[config.mk]
export PLATFORM = sky130hd
export DESIGN_NAME = core_avl_arbiter
export DESIGN_NICKNAME = d
export VERILOG_FILES = /design/src/rtl/core_avl_arbiter.sv
export SDC_FILE = /design/constraint.sdc
export NUM_CORES = 1
export LEC_CHECK = 0
export CORE_AREA = 3 3 120 122
export CTS_BUF_LIST = sky130_fd_sc_hd__clkbuf_16
export DETAILED_ROUTE_END_ITERATION = 12
export DIE_AREA = 0 0 123 125
export PLACE_DENSITY = 0.53
export SLEW_MARGIN = 0
export SYNTH_ARGS = -nofsm -noshare
export SYNTH_HDL_FRONTEND = slang
export SYNTH_SLANG_ARGS = --single-unit
[constraint.sdc]
create_clock -name clk -period 1.6 [get_ports clk]
set_input_delay 0.32 -clock clk [delete_from_list [all_inputs] [get_ports clk]]
set_output_delay 0.32 -clock clk [all_outputs]
set_load 0.02 [all_outputs]
[src/rtl/core_avl_arbiter.sv]
// Two-master Avalon-MM arbiter: instruction fetch (m0) and load/store (m1) share one
// slave port, with round-robin tie-break and a single outstanding transaction.
module core_avl_arbiter #(
  parameter int ADDR_W = 32,
  parameter int DATA_W = 32
) (
  input  logic                  clk,
  input  logic                  rest,

  input  logic [ADDR_W-1:0]     m0_address,
  input  logic                  m0_read,
  input  logic                  m0_write,
  input  logic [DATA_W-1:0]     m0_writedata,
  input  logic [DATA_W/8-1:0]   m0_byteenable,
  output logic                  m0_waitrequest,
  output logic [DATA_W-1:0]     m0_readdata,
  output logic                  m0_readdatavalid,

  input  logic [ADDR_W-1:0]     m1_address,
  input  logic                  m1_read,
  input  logic                  m1_write,
  input  logic [DATA_W-1:0]     m1_writedata,
  input  logic [DATA_W/8-1:0]   m1_byteenable,
  output logic                  m1_waitrequest,
  output logic [DATA_W-1:0]     m1_readdata,
  output logic                  m1_readdatavalid,

  output logic [ADDR_W-1:0]     s_address,
  output logic                  s_read,
  output logic                  s_write,
  output logic [DATA_W-1:0]     s_writedata,
  output logic [DATA_W/8-1:0]   s_byteenable,
  input  logic                  s_waitrequest,
  input  logic [DATA_W-1:0]     s_readdata,
  input  logic                  s_readdatavalid
);

  typedef enum logic [1:0] {
    IDLE   = 2'd0,
    CMD    = 2'd1,
    RDWAIT = 2'd2
  } state_t;

  state_t state_q, state_d;
  logic   owner_q, owner_d;
  logic   last_q,  last_d;

  logic                req0, req1;
  logic                own_read, own_write;
  logic [ADDR_W-1:0]   own_address;
  logic [DATA_W-1:0]   own_writedata;
  logic [DATA_W/8-1:0] own_byteenable;

  assign req0 = m0_read | m0_write;
  assign req1 = m1_read | m1_write;

  always_comb begin
    own_read       = owner_q ? m1_read       : m0_read;
    own_write      = owner_q ? m1_write      : m0_write;
    own_address    = owner_q ? m1_address    : m0_address;
    own_writedata  = owner_q ? m1_writedata  : m0_writedata;
    own_byteenable = owner_q ? m1_byteenable : m0_byteenable;
  end

  always_comb begin
    state_d = state_q;
    owner_d = owner_q;
    last_d  = last_q;
    unique case (state_q)
      IDLE: begin
        if (req0 && req1) begin
          owner_d = ~last_q;
          last_d  = ~last_q;
          state_d = CMD;
        end else if (req0) begin
          owner_d = 1'b0;
          state_d = CMD;
        end else if (req1) begin
          owner_d = 1'b1;
          state_d = CMD;
        end
      end
      CMD: begin
        // A write wins over a simultaneous read, so it never waits for read data.
        if (!own_read && !own_write) begin
          state_d = IDLE;
        end else if (!s_waitrequest) begin
          state_d = own_write ? IDLE : RDWAIT;
        end
      end
      RDWAIT: begin
        if (s_readdatavalid) begin
          state_d = IDLE;
        end
      end
      default: state_d = IDLE;
    endcase
  end

  always_ff @(posedge clk or negedge rest) begin
    if (!rest) begin
      state_q <= IDLE;
      owner_q <= 1'b0;
      last_q  <= 1'b1;
    end else begin
      state_q <= state_d;
      owner_q <= owner_d;
      last_q  <= last_d;
    end
  end

  always_comb begin
    s_read           = 1'b0;
    s_write          = 1'b0;
    s_address        = '0;
    s_writedata      = '0;
    s_byteenable     = '0;
    m0_waitrequest   = 1'b1;
    m1_waitrequest   = 1'b1;
    m0_readdatavalid = 1'b0;
    m1_readdatavalid = 1'b0;
    if (state_q == CMD) begin
      s_read       = own_read & ~own_write;
      s_write      = own_write;
      s_address    = own_address;
      s_writedata  = own_writedata;
      s_byteenable = own_byteenable;
      if (owner_q) m1_waitrequest = s_waitrequest;
      else         m0_waitrequest = s_waitrequest;
    end
    if (state_q == RDWAIT) begin
      m0_readdatavalid = s_readdatavalid & ~owner_q;
      m1_readdatavalid = s_readdatavalid &  owner_q;
    end
  end

  assign m0_readdata = s_readdata;
  assign m1_readdata = s_readdata;

endmodule

# Yosys cells after proc, flatten, opt, wreduce, memory -nomap -nowiden
# Cells that the tools add are included.
[classes]
n_addsub = 0
mul = 0
div = 0
order_cmp = 0
eq_ne = 5
n_shift = 0
mux = 27
n_bitwise = 8
reduce_logical = 9
[op_table]
columns = ["operator", "n"]
rows = [
  ["2-to-1 mux 32 bit", 4],
  ["2-to-1 mux 2 bit", 7],
  ["2-to-1 mux 1 bit", 13],
  ["2-to-1 mux 4 bit", 2],
  ["one-hot mux 2 bit (3 select lines)", 1],
  ["inequality test 4 bit (second input constant)", 1],
  ["AND reduction 2 bit", 2],
  ["AND 1 bit", 3],
  ["inequality test 3 bit (second input constant)", 1],
  ["NOT 1 bit", 3],
  ["AND reduction 3 bit", 1],
  ["nonzero test 3 bit", 1],
  ["== test 2 x 1 -> 1 bit (second input constant)", 1],
  ["== test 2 bit (second input constant)", 1],
  ["logical AND 1 bit", 2],
  ["zero test 1 bit", 2],
  ["zero test 2 bit", 1],
  ["inequality test 2 bit (second input constant)", 1],
  ["bitwise OR 1 bit", 2],
]
[word_totals]
reg_bits = 4
latch_bits = 0
ramBits = 0
romBits = 0
elab_cells = 52
memories = 0

# Logic depth before layout (Yosys ltp)
# Gate-level depths: netlist of the first run.
[logic_depth]
ltp_word = 5
ltp_mapped = 5

# Worst setup path before layout of the first run
# No wires, ideal clock.
[synth_path]
path_type = "reg2out"
from = "register owner_q"
to = "output port s_address[19]"
arrival_time_ns = 1.166
required_ns = 1.280
setup_slack_ns = 0.114
stages_incl_launch_ff = 6
path_cell_list = "dfrtp_1 -> buf_4 -> buf_8 -> buf_8 -> mux2i_1 -> nor2_1"
[synth_via]
elab_chain_len = 2
[synth_lines]
columns = ["item", "line_no", "source"]
rows = [
  ["from (decl)", "45", "logic owner_q, owner_d;"],
  ["from (signal assigned)", "107", "owner_q <= owner_d;"],
  ["2-to-1 mux 32 bit", "60", "own_address = owner_q ? m1_address : m0_address;"],
  ["2-to-1 mux 32 bit", "122", "if (state_q == CMD) begin"],
  ["to (decl)", "28", "output logic [ADDR_W-1:0] s_address,"],
]
# No other way between the ends.

# Worst setup path after layout of the first run
[layout_path]
from = "register owner_q"
to = "output port s_writedata[15]"
[layout_via]
elab_chain_len = 2
[layout_lines]
columns = ["item", "line_no", "source"]
rows = [
  ["2-to-1 mux 32 bit", "61", "own_writedata = owner_q ? m1_writedata : m0_writedata;"],
  ["2-to-1 mux 32 bit", "122", ""],
  ["to (decl)", "31", "output logic [DATA_W-1:0] s_writedata,"],
]
# No other way between the ends.

==> flow_summary.ini, run 1 <==
[die]
rows = 42
dieHeight_um = 125
core_area_um2 = 13300
die_area_um2 = 15380
die_w_um = 123
io_pins = 314
start_util = 0.1384

[route]
antenna_left = 0
first_pass_iters = 4
drc = 0
drtIter0Drc = 32
wl_per_cell_um = 15.98
vias = 2297
wl_um = 9637
via_per_inst = 3.809

[power_and_ir_drop]
peakVddDrop_v = 0.0005372
total_power_mw = 7.542
static-leakage-power_nw = 1.879
powerDensity_nw_per_um2 = 1750

[timing]
finalCriticalPeriod_ns = 1.873
setup_viol = 74
fmax_ghz = 0.5338
fin_crit_sh = 1.171
relSlewSlack = 0.7464
drv_slew = 0
whs_ns = 0.3036
tns_ns = -9.882
hold_viol = 0
final.setup_skew_ns = 0.005559
rsz0062_at_grt = true
layout_setup_ws_ns = -0.2732
tightest_slew_ns = 0.3790

[worst_setup_path]
critical_path_class = reg2out
cp_max_fo = 8
critPathArrivalTime_ns = 1.55
cp.required_ns = 1.28
critPathLaunchType = register
endpoint_kind = output port

[worst_hold_path]
hold_path.class = in2async

[cells_and_area]
areaGrowthSynthToFinish_pct = 134.1
multi_input_comb_area_um2 = 1333
n_antenna_cell = 0
fillers = 1414
final_area_um2 = 4309
drive_above_1_share = 0.3770
num-nets-final = 604
seq_area_um2 = 105.1

[placed_design]
dp_hpwl_um = 7395
place_area_um2 = 3782
routabilityCongestion = 0.7363
place.port_buffers = 217

[clock_network]
cts_tree = built
cts-root-buf = clkbuf_16
htreeDepth = 1
clock_latency_ns = 0.23
cts_made_buffers = 3
cts_buffer_depth = 2
cts_sinks = 4
path_clk_slew_ns = 0.03

[status]
outcome = finished with violations
violations = negative setup slack

[logic_synthesis]
syn_area_per_cell_um2 = 7.362
ys_ff_latch = 4
synth_cell_types = 25
netlist_area_um2 = 1841
ys_seq_area_frac = 0.05506
syn_inst = 250
synth.area.top_cells = mux2i_1, buf_4, nor2_1, dfrtp_1, buf_8
synth_top_area_share = 0.3753
ys.warnings.count = 0
synth_nets = 426
synth.largest_area_cell = mux2i_1

[global_routing]
grt_max_degree = 29
grt_pass1_vias = 2251
overflow = 0
grt_pass1_wl_um = 12620
antenna_found_initial = 0
grt_use_total = 0.1040

[flow_run]
drv_cap = 0
## sequential cells by signal, indices dropped and copies added, names as in the netlist
name / count
last_q: 1
owner_q: 1
state_q: 2
## Yosys cell counts
library cell / number
nor2_1: 74
buf_4: 69
mux2i_1: 69
buf_2: 7
buf_8: 4
dfrtp_1: 3
inv_1: 3
nand2_1: 2
nand2b_1: 2
nor2b_1: 2
a211oi_2: 1
a31oi_1: 1
a32oi_1: 1
and3_1: 1
buf_6: 1
dfstp_2: 1
nor2_2: 1
nor3_1: 1
nor4_1: 1
o21a_1: 1
o31ai_1: 1
o31ai_2: 1
o41ai_1: 1
or3_1: 1
xor2_1: 1
## cell usage in the layout (no fill, tap or decap), drive strengths merged, types with 2 or more instances in the layout
master,Yosys,final
clkbuf,0,5
nand2b,2,2
buf,81,109
o31ai,2,2
nor2,75,75
dfrtp,3,3
mux2i,69,69
clkdlybuf4s50,0,143
inv,3,4
nor2b,2,2
nand2,2,2
## final timing paths
path,cells past startpoint,startpoint,to,slack [ns]
hold reg to reg,1,last_q,last_q,0.52
setup reg to reg,6,owner_q,state_q[1],-0.01
min in group clk,1,last_q,last_q,0.52
hold / removal,1,rest,state_q[0],0.30
setup / recovery,6,owner_q,s_writedata[15],-0.27
max in group asynchronous,1,rest,last_q,1.05
## routing by layer
layer	share of wire	up-vias	global-route usage
met3	0.094	26	0.02620
li1	-	1121	-
met4	0.025	0	0.03518
met5	0	-	0
met2	0.56	118	0.2075
met1	0.32	1032	0.1005
## power by group
group,switching (mW),internal [mW],total [mW]
clock,0.0762,0.323,0.399
combinational,3.35,3.55,6.90
sequential,0.0751,0.167,0.243
total,3.50,4.04,7.54
## what timing repair did
action / CTS / global route
cloned: 2 / 3
setup endpoints to repair: 74 / 74
pin swaps: 1 / 7
hold buffers: 0 / 0
resized for setup: 331 / 81
buffers inserted: 7 / 8
## layout make-up
cell class,instances,area share
clock buffers,3,0.01742
clock inverters,1,0.0008711
inverters,3,0.002613
multi-input cells,162,0.3092
flip-flops and latches,4,0.02439
well taps,176,0.05110
repair buffers,254,0.5944
## worst max-delay path, cell delays in order (launching register included)
cell,delay [ns]
dfrtp_4,0.53
buf_12,0.16
buf_16,0.13
buf_4,0.13
mux2i_1,0.10
nor2_1,0.11
buf_4,0.16
## metrics by stage
step | utilization | worst slack, ns | cells
2_1_floorplan | - | 0.1140 | 250
5_1_grt | 0.3241 | -0.3138 | 603
4_1_cts | 0.2936 | -0.2819 | 592
6_report | 0.3241 | -0.2732 | 603
3_5_place_dp | 0.2845 | -0.3988 | 579
3_3_place_gp | 0.2845 | -0.3946 | 579
## logic make-up (layout without fill, tap and decap cells)
logic type | Yosys count | count (layout) | share of synthesized area
and+or+nand+nor | 85 | 85 | 0.1849
buffers and inverters | 84 | 261 | 0.3453
muxes | 69 | 69 | 0.3753
AOI/OAI and AO/OA | 7 | 7 | 0.03468
DFF | 4 | 4 | 0.05507
xor gates and xnor gates | 1 | 1 | 0.004760
No activity file was read; power rests on OpenSTA's default activity.
==> run 2: changes to the inputs <==
- ABC_CLOCK_PERIOD_IN_PS: unset -> 1600
- HOLD_SLACK_MARGIN: unset -> 0.06
- MAX_ROUTING_LAYER: unset -> met4
==> run 2 against run 1 <==
Compared with the run above: combinational power about the same; non-clock buffer count unchanged; first-iteration DRC count up 25%; via count down 0.57%; worst hold slack better by 0.0024 ns; setup slack about the same; critical path type unchanged; clock power about the same; critical endpoint unchanged; the flow still finishes with violations (negative setup slack); die area unchanged; clock skew about the same; largest cell class unchanged.
==> flow_summary.ini, run 2 (synthesized netlist as in run 1, its figures left out) <==
[status]
outcome = finished with violations
violations = negative setup slack

[clock_network]
cts_made_buffers = 3
htreeDepth = 1
cts_hold_repair.buffers = 0
cts_tree = built
cts_sinks = 4
cts-root-buf = clkbuf_16
cts_buffer_depth = 2
clock_latency_ns = 0.23
path_clk_slew_ns = 0.03

[timing]
layout_setup_ws_ns = -0.2736
drv_slew = 0
fin_crit_sh = 1.171
relSlewSlack = 0.7556
finalCriticalPeriod_ns = 1.874
setup_viol = 74
fmax_ghz = 0.5337
rsz0062_at_grt = true
hold_viol = 0
final.setup_skew_ns = 0.005213
whs_ns = 0.3060
tightest_slew_ns = 0.3652

[global_routing]
overflow = 0
grt_pass1_vias = 2254
grt_use_total = 0.1070
grt_pass1_wl_um = 12590
grt_max_degree = 29
antenna_found_initial = 0

[power_and_ir_drop]
peakVddDrop_v = 0.0005362
static-leakage-power_nw = 1.879
powerDensity_nw_per_um2 = 1748

[route]
drtIter0Drc = 40
first_pass_iters = 4
drc = 0
via_per_inst = 3.788
wl_um = 9586
wl_per_cell_um = 15.90
vias = 2284
antenna_left = 0

[cells_and_area]
num-nets-final = 604
layout_common_cells = clkdlybuf4s50_1, buf_4, mux2i_1
areaGrowthSynthToFinish_pct = 134.1
fillers = 1414
drive_above_1_share = 0.3770
reg_top3 = state_q: 2 flops, last_q: 1 flops, owner_q: 1 flops
final_common_cell = clkdlybuf4s50_1
largest_reg_flops = 2
largest_register = state_q
seq_area_um2 = 105.1
n_antenna_cell = 0
multi_input_comb_area_um2 = 1333

[placed_design]
routabilityCongestion = 0.7454
preCtsSetupSlack_ns = -0.3988
dp_hpwl_um = 7395
place.port_buffers = 217

[worst_setup_path]
endpoint_kind = output port
cp_cell_sequence = buf_12, buf_16, buf_4, mux2i_1, nor2_1, buf_4
cp_max_fo = 8
cp.required_ns = 1.28
critPathLaunchType = register
critPathArrivalTime_ns = 1.55
cp_slowest_cell = dfrtp_4
cp_slowest_stage_delay_ns = 0.53
cp_common_cell = buf_4
critical_path_class = reg2out

[die]
dieHeight_um = 125
core_area_um2 = 13300
die_area_um2 = 15380
rows = 42
start_util = 0.1384
die_w_um = 123
io_pins = 314

[worst_hold_path]
hold_path.class = in2async

[flow_run]
drv_cap = 0
run 2: cell counts in the layout (fill, tap and decap cells not counted):
No cell type changed its count.
run 2: path summary, 6_finish.rpt:
path                              start  slack (ns)  cells after the start              end
min in group clk                 last_q        0.52                      1           last_q
worst min-delay path               rest        0.31                      1       state_q[0]
worst max register to register  owner_q       -0.01                      6       state_q[1]
worst max-delay path            owner_q       -0.27                      6  s_writedata[15]
max in group asynchronous          rest        1.04                      1           last_q
worst min register to register   last_q        0.52                      1           last_q
run 2: timing repair:
item / CTS / global route
cloned: 2 / 3
setup endpoints to repair: 74 / 74
buffers inserted: 7 / 8
resized for setup: 331 / 81
pin swaps: 1 / 7
run 2: worst max-delay path: cells and delay by family (launching register included):
kind	cells	cell delay [ns]
buffers and inverters	4	0.58
flip-flops	1	0.53
AND/OR/NAND/NOR	1	0.11
multiplexers	1	0.10
run 2: area by class of cell:
type	instances	area share
multi-input cells	162	0.3092
clock buffers	3	0.01742
inverters	3	0.002613
flip-flops and latches	4	0.02439
clock inverters	1	0.0008711
repair buffers	254	0.5944
well taps	176	0.05110
run 2: metal layers:
layer | wire, um | share of wire | GRT usage
met1 | 3071 | 0.32 | 0.1016
met2 | 5401 | 0.56 | 0.2065
met3 | 890 | 0.093 | 0.02575
met4 | 223 | 0.023 | 0.03518
met5 | 0 | 0 | -
run 2: stage by stage:
step / instance area (um2) / util / setup TNS (ns) / std cells / total power, mW
floorplan: 1841 / - / 0 / 250 / 3.561
global placement: 3782 / 0.2845 / -18.92 / 579 / 5.847
detailed placement: 3782 / 0.2845 / -19.77 / 579 / 5.875
CTS: 3904 / 0.2936 / -8.131 / 592 / 6.585
global route: 4309 / 0.3241 / -13.48 / 603 / 7.974
finish: 4309 / 0.3241 / -9.687 / 603 / 7.532
run 2: power breakdown:
group	internal [mW]	switching, mW
Sequential	0.167	0.0743
Clock	0.323	0.0734
Combinational	3.55	3.34
